### config.mk
export PLATFORM = sky130hd
export DESIGN_NAME = bram_uart_dumper_flat
export DESIGN_NICKNAME = d
export VERILOG_FILES = /design/src/rtl/bram_uart_dumper_if.sv /design/src/rtl/bram_uart_dumper.sv /design/src/flat_wrapper.sv
export SDC_FILE = /design/constraint.sdc
export NUM_CORES = 1
export LEC_CHECK = 0
export CORE_AREA = 2 2 85 87
export CTS_BUF_LIST = sky130_fd_sc_hd__clkbuf_8 sky130_fd_sc_hd__clkbuf_16
export DETAILED_ROUTE_END_ITERATION = 8
export DIE_AREA = 0 0 87 89
export HOLD_SLACK_MARGIN = 0.12
export PLACE_DENSITY = 0.82
export SYNTH_ARGS = -nofsm -noshare
export SYNTH_HDL_FRONTEND = slang
export SYNTH_SLANG_ARGS = --single-unit
### constraint.sdc
create_clock -name sys_clk -period 2.9 [get_ports sys_clk]
set_input_delay 0.29 -clock sys_clk [delete_from_list [all_inputs] [get_ports sys_clk]]
set_output_delay 0.29 -clock sys_clk [all_outputs]
set_load 0.02 [all_outputs]
### src/rtl/bram_uart_dumper_if.sv
// Bundles the dump-control, BRAM port-B and UART-side signals of the RAM dumper.
// The master side is the host/BRAM environment, and the slave side is the dumper.
interface bram_uart_dumper_if #(
  parameter int ADDRESS_BITWIDTH = 10,
  parameter int DATA_BITWIDTH    = 32
);
  logic                        start;
  logic [ADDRESS_BITWIDTH-1:0] first_address;
  logic [ADDRESS_BITWIDTH-1:0] last_address;
  logic [ADDRESS_BITWIDTH-1:0] b_address;
  logic [DATA_BITWIDTH-1:0]    b_data_out;
  logic                        uart_tx;
  logic                        busy;
  logic                        done;

  modport master (
    output start, first_address, last_address, b_data_out,
    input  b_address, uart_tx, busy, done
  );

  modport slave (
    input  start, first_address, last_address, b_data_out,
    output b_address, uart_tx, busy, done
  );
endinterface

### src/rtl/bram_uart_dumper.sv
// Walks a word-address range on BRAM port B and sends each 32-bit word over UART
// as four little-endian 8N1 frames. The frames for one word follow each other back-to-back.
//
// state  | meaning
// IDLE   | waiting for start; latches address range
// FETCH  | BRAM read latency cycle
// LATCH  | capture read word, arm first frame
// SEND   | shifting out 4 frames of the current word
// FINISH | one-cycle done pulse, drop busy
module bram_uart_dumper #(
  parameter int CLK_FREQ         = 27_000_000,
  parameter int BAUD_RATE        = 115_200,
  parameter int ADDRESS_BITWIDTH = 10,
  parameter int DATA_BITWIDTH    = 32
) (
  input logic               sys_clk,
  input logic               sys_rst_n,
  bram_uart_dumper_if.slave bus
);
  localparam int CLKS_PER_BIT = CLK_FREQ / BAUD_RATE;
  localparam int BAUD_W       = $clog2(CLKS_PER_BIT);
  localparam logic [BAUD_W-1:0] BAUD_LOAD = BAUD_W'(CLKS_PER_BIT - 1);
  localparam logic [3:0] STOP_BIT = 4'd9;

  localparam logic [2:0] S_IDLE   = 3'd0;
  localparam logic [2:0] S_FETCH  = 3'd1;
  localparam logic [2:0] S_LATCH  = 3'd2;
  localparam logic [2:0] S_SEND   = 3'd3;
  localparam logic [2:0] S_FINISH = 3'd4;

  logic [2:0]                  state;
  logic [ADDRESS_BITWIDTH-1:0] cur;
  logic [ADDRESS_BITWIDTH-1:0] last_q;
  logic [ADDRESS_BITWIDTH-1:0] addr_q;
  logic [ADDRESS_BITWIDTH-1:0] cur_next;
  logic [DATA_BITWIDTH-1:0]    word;
  logic [1:0]                  byte_idx;
  logic [3:0]                  bit_idx;
  logic [BAUD_W-1:0]           baud_cnt;
  logic [7:0]                  cur_byte;
  logic                        tx_q;
  logic                        busy_q;
  logic                        done_q;

  assign cur_next = cur + ADDRESS_BITWIDTH'(1);
  assign cur_byte = word[{byte_idx, 3'b000} +: 8];

  assign bus.b_address = addr_q;
  assign bus.uart_tx   = tx_q;
  assign bus.busy      = busy_q;
  assign bus.done      = done_q;

  // bit_idx: 0 = start bit, 1..8 = data bits LSB first, 9 = stop bit
  always_ff @(posedge sys_clk or negedge sys_rst_n) begin
    if (!sys_rst_n) begin
      state    <= S_IDLE;
      cur      <= '0;
      last_q   <= '0;
      addr_q   <= '0;
      word     <= '0;
      byte_idx <= '0;
      bit_idx  <= '0;
      baud_cnt <= '0;
      tx_q     <= 1'b1;
      busy_q   <= 1'b0;
      done_q   <= 1'b0;
    end else begin
      done_q <= 1'b0;
      case (state)
        S_IDLE: begin
          if (bus.start) begin
            cur    <= bus.first_address;
            last_q <= bus.last_address;
            addr_q <= bus.first_address;
            busy_q <= 1'b1;
            state  <= S_FETCH;
          end
        end
        S_FETCH: state <= S_LATCH;
        S_LATCH: begin
          word     <= bus.b_data_out;
          byte_idx <= '0;
          bit_idx  <= '0;
          baud_cnt <= BAUD_LOAD;
          tx_q     <= 1'b0;
          state    <= S_SEND;
        end
        S_SEND: begin
          if (baud_cnt != '0) begin
            baud_cnt <= baud_cnt - BAUD_W'(1);
          end else if (bit_idx != STOP_BIT) begin
            bit_idx  <= bit_idx + 4'd1;
            baud_cnt <= BAUD_LOAD;
            tx_q     <= (bit_idx == 4'd8) ? 1'b1 : cur_byte[bit_idx[2:0]];
          end else if (byte_idx != 2'd3) begin
            // next byte of the same word starts immediately, no idle gap
            byte_idx <= byte_idx + 2'd1;
            bit_idx  <= '0;
            baud_cnt <= BAUD_LOAD;
            tx_q     <= 1'b0;
          end else if (cur == last_q) begin
            done_q <= 1'b1;
            state  <= S_FINISH;
          end else begin
            cur    <= cur_next;
            addr_q <= cur_next;
            state  <= S_FETCH;
          end
        end
        S_FINISH: begin
          busy_q <= 1'b0;
          state  <= S_IDLE;
        end
        default: state <= S_IDLE;
      endcase
    end
  end
endmodule

### src/flat_wrapper.sv
// flat-port wrapper written by rule: the top's interface ports become plain ports
module bram_uart_dumper_flat 
#(
  parameter int CLK_FREQ         = 27_000_000,
  parameter int BAUD_RATE        = 115_200,
  parameter int ADDRESS_BITWIDTH = 10,
  parameter int DATA_BITWIDTH    = 32
)
  (sys_clk, sys_rst_n, bus_start, bus_first_address, bus_last_address, bus_b_data_out, bus_b_address, bus_uart_tx, bus_busy, bus_done);
  bram_uart_dumper_if #(.ADDRESS_BITWIDTH(ADDRESS_BITWIDTH), .DATA_BITWIDTH(DATA_BITWIDTH)) bus_i ();
  input logic sys_clk;
  input logic sys_rst_n;
  input wire logic [$bits(bus_i.start)-1:0] bus_start;
  input wire logic [$bits(bus_i.first_address)-1:0] bus_first_address;
  input wire logic [$bits(bus_i.last_address)-1:0] bus_last_address;
  input wire logic [$bits(bus_i.b_data_out)-1:0] bus_b_data_out;
  output wire logic [$bits(bus_i.b_address)-1:0] bus_b_address;
  output wire logic [$bits(bus_i.uart_tx)-1:0] bus_uart_tx;
  output wire logic [$bits(bus_i.busy)-1:0] bus_busy;
  output wire logic [$bits(bus_i.done)-1:0] bus_done;
  assign bus_i.start = bus_start;
  assign bus_i.first_address = bus_first_address;
  assign bus_i.last_address = bus_last_address;
  assign bus_i.b_data_out = bus_b_data_out;
  assign bus_b_address = bus_i.b_address;
  assign bus_uart_tx = bus_i.uart_tx;
  assign bus_busy = bus_i.busy;
  assign bus_done = bus_i.done;
  bram_uart_dumper #(.CLK_FREQ(CLK_FREQ), .BAUD_RATE(BAUD_RATE), .ADDRESS_BITWIDTH(ADDRESS_BITWIDTH), .DATA_BITWIDTH(DATA_BITWIDTH)) u_core (.sys_clk(sys_clk), .sys_rst_n(sys_rst_n), .bus(bus_i));
endmodule
==> impl_results.md <==
* EDFF count, synth at 0
* Outcome: finished, final reports clean
* Finished Core Util at 68.98%
* Layout cells sized above 1 at 24.55%
* Design Area, Final at 0.004634 sq mm
* Met1 wire length at 3488 um
* Clock H-tree levels at 3
* Max clock buf depth at 2
* Synthesized area at 0.003652 sq mm
* Actual transition at the worst max-transition pin at 0.8962 ns
* Number of hold violations in the final report at 0
* Area Overhead vs Synth at 26.89%
* Buffers on Ports at 67
* Type of the worst setup path: reg -> reg
* Starting utilization of the core area at 54.36%
* Fraction of registers with async set or reset after synthesis at 100.0%
* Global Route Usage Sum at 20.75%
* Met2 wire length at 3571 um
* CTS root buf: sky130_fd_sc_hd__clkbuf_8
* Switching power at 0.0004378 W
* Instance area at placement at 0.004395 sq mm
* Worst clock skew at 0.01471 ns
* Final wirelength at 7465 um
* Number of standard cells after synthesis at 310
* CP endpoint kind: flop
* Number of nets in the finished design at 445
* Number of buffers inserted during clock tree synthesis at 9
* Vias in the first global route at 2,634
* Synthesis-stage register bit count at 72
* Final Max Slew Viols at 0
* Cell Pwr Density at 458.3 mW/mm^2
* TritonCTS clock tree: done
* Antenna diode count at 0
* Via count of the routed design at 2,658
* Drt first pass iters at 4
* Mean Syn Cell Area at 11.78 sq um
* Core Footprint at 0.006719 sq mm
* Post-CTS Repair Setup Buffers at 0
* Internal power contribution at 0.001686 W
* Setup repair after global routing missed its margin: false
* Routed len/inst at 15.99 um
* Sequential fraction of the synthesis area at 49.37%
* Vias per cell at 5.692
* Yosys warning count at 0
* Num rows at 30
* Primary flip-flop cell chosen by synthesis mapping: sky130_fd_sc_hd__dfrtp_1
* Worst IR drop on VDD at 0.3165 mV
* Clock group share of total power at 45.2%
* Critical path data required time at 3.18 ns
* Critical path peak fanout at 11
* Total clock sinks at 72
* Detailed-routed wire length on met3 at 306 um
* Period minus WS final at 2.224 ns
* Sequential group share of total power at 48.9%
* Arrival time at the worst endpoint at 2.50 ns
* Pin count of the biggest net entering global routing at 73
* Number of violations reported at the end of detailed-routing iteration 0 at 145
* WHS at 0.1586 ns
* Highest clock rate at 449.7 MHz
* TNS Setup at 0 ns
* Final routed DRC violation total at 0
* Final global-route overflow total at 0
* Net Sw Frac at 20.61%
* Number of antenna violations at the first check in global routing at 0
* Kind of start point of the critical path: flop
* Worst min-delay path class: in -> async
* Clock Latency Late Sink at 0.35 ns
* Final setup violation count at 0
* Non-filler instance count after layout at 467
* Die ar. at 0.007743 sq mm
* IO Count at 68
* Final GP Congestion at 0.7975
* Vert. Die Dim at 89 um
* DRT antenna net count at 0
* Leakage power total at 1.968 nW
* Global-route wire length before repair at 12,390 um
* Cells resized by post-CTS repair at 0
* # placed instances at 452
* Clock slew seen by the registers of the worst setup and hold paths at 0.08 ns
* Share of total power in combinational logic at 5.9%
* Cell variety after synth at 47
* Number of hold-repair buffers added at the cts stage at 0
* R2R Setup Slk at 0.68 ns
* Headroom to the max-slew limit at 40.25%
* Max-cap viol count at 0
* Post-synth net total at 372
* Topmost layer with routed signal wires: met4
* Die extent in x at 87 um
* DPL Wire Length at 5375 um
* Share of the clock period used by the worst path at 76.67%
## sequential cells by signal, indices dropped and copies added, names as in the netlist
name                  cells
u_core.bit_idx            4
u_core.bus.uart_tx        1
u_core.word              32
u_core.byte_idx           2
u_core.bus.busy           1
u_core.bus.b_address     10
u_core.baud_cnt           8
u_core.bus.done           1
u_core.state              3
u_core.last_q            10
## power groups by stage
stage,registers (W),clock network (W),logic [W]
3_5_place_dp,0.00106,0,0.000128
5_1_grt,0.00104,0.00102,0.000137
3_3_place_gp,0.00106,0,0.000126
4_1_cts,0.00104,0.000972,0.000129
6_report,0.00104,0.000960,0.000126
2_1_floorplan,0.00105,0,0.0000300
## logic make-up (layout without fill, tap and decap cells)
| kind of cell | after synthesis | after routing | share of synthesized area, % |
|---|---|---|---|
| compound gates | 54 | 54 | 9.592 |
| xor+xnor | 14 | 14 | 3.357 |
| fa+ha+maj | 7 | 7 | 2.398 |
| buf+inv | 22 | 99 | 3.254 |
| flops | 72 | 72 | 49.37 |
| mux | 54 | 54 | 18.67 |
| simple gates | 87 | 87 | 13.36 |
## worst max-delay path, stage by stage, from the launching register on
cell and delay [ns]:
sky130_fd_sc_hd__dfrtp_1 0.48, sky130_fd_sc_hd__inv_1 0.14, sky130_fd_sc_hd__ha_1 0.16, sky130_fd_sc_hd__and4b_1 0.26, sky130_fd_sc_hd__nand4_4 0.17, sky130_fd_sc_hd__nor2_2 0.14
sky130_fd_sc_hd__a21o_1 0.31, sky130_fd_sc_hd__buf_4 0.26, sky130_fd_sc_hd__a21oi_1 0.10, sky130_fd_sc_hd__a21oi_2 0.11
## layout make-up
cell class / instances / area (sq um)
multi-input combinational: 216 / 1733
inverter: 9 / 33.78
clock buffer: 9 / 123.9
sequential: 72 / 1803
clock inverter: 6 / 115.1
tap: 80 / 100.1
fill: 472 / 2085
timing repair buffer: 75 / 725.7
## metal layers
metal	global-route usage, %	vias up
met1	28.61	1306
met5	0	-
met3	4.709	13
met2	32.69	71
li1	-	1268
met4	7.102	0
## final timing paths
path	from	end	cells after the start
setup / recovery	u_core.bit_idx[1]	u_core.bus.b_address[5]	9
min in group sys_clk	u_core.word[19]	u_core.word[19]	1
setup reg to reg	u_core.bit_idx[1]	u_core.bus.b_address[5]	9
max in group asynchronous	sys_rst_n	u_core.bus.done	2
hold reg to reg	u_core.word[19]	u_core.word[19]	1
hold / removal	sys_rst_n	u_core.word[24]	2
## metrics by stage
stage               total power [W]  setup WS, ns
floorplan                  0.001083        0.9180
global placement           0.001183        0.7902
detailed placement         0.001186        0.7010
finish                     0.002124        0.6764
CTS                        0.002139        0.6714
global route               0.002196        0.5196
## synth_stat cells (2+ instances only)
master / instances / area [sq um]
sky130_fd_sc_hd__nor2_2: 2 / 12.51
sky130_fd_sc_hd__o22ai_1: 3 / 18.77
sky130_fd_sc_hd__a21oi_1: 13 / 65.06
sky130_fd_sc_hd__mux4_2: 7 / 157.7
sky130_fd_sc_hd__ha_1: 7 / 87.58
sky130_fd_sc_hd__mux2i_1: 4 / 40.04
sky130_fd_sc_hd__and2_1: 3 / 18.77
sky130_fd_sc_hd__nand3_1: 11 / 55.05
sky130_fd_sc_hd__mux2_2: 43 / 484.2
sky130_fd_sc_hd__dfrtp_1: 71 / 1777
sky130_fd_sc_hd__nor2_1: 14 / 52.55
sky130_fd_sc_hd__a31oi_1: 2 / 12.51
sky130_fd_sc_hd__xnor2_1: 4 / 35.03
sky130_fd_sc_hd__inv_1: 9 / 33.78
sky130_fd_sc_hd__a22oi_2: 2 / 25.02
sky130_fd_sc_hd__nor3_1: 7 / 35.03
sky130_fd_sc_hd__o21ai_0: 17 / 85.08
sky130_fd_sc_hd__buf_2: 10 / 50.05
sky130_fd_sc_hd__nand4_1: 3 / 18.77
sky130_fd_sc_hd__o31ai_1: 2 / 15.01
sky130_fd_sc_hd__nor2b_1: 2 / 12.51
sky130_fd_sc_hd__nand2_1: 28 / 105.1
sky130_fd_sc_hd__or3_1: 3 / 18.77
sky130_fd_sc_hd__xor2_1: 10 / 87.58
sky130_fd_sc_hd__o21ai_1: 2 / 10.01
sky130_fd_sc_hd__and3_1: 3 / 18.77
sky130_fd_sc_hd__a21oi_2: 6 / 52.55
sky130_fd_sc_hd__nor4_2: 3 / 37.54
## layout by cell type (no fill, tap or decap), drive strengths merged, types with 8 or more instances in the layout
cell and n:
dfrtp 71, clkdlybuf4s50 66, mux2 43, nand2 28, o21ai 19, a21oi 19, nor2 16, nand3 11
inv 11, xor2 10, clkbuf 9, buf 9, nor3 8
Power figures use the tool's default switching activity.
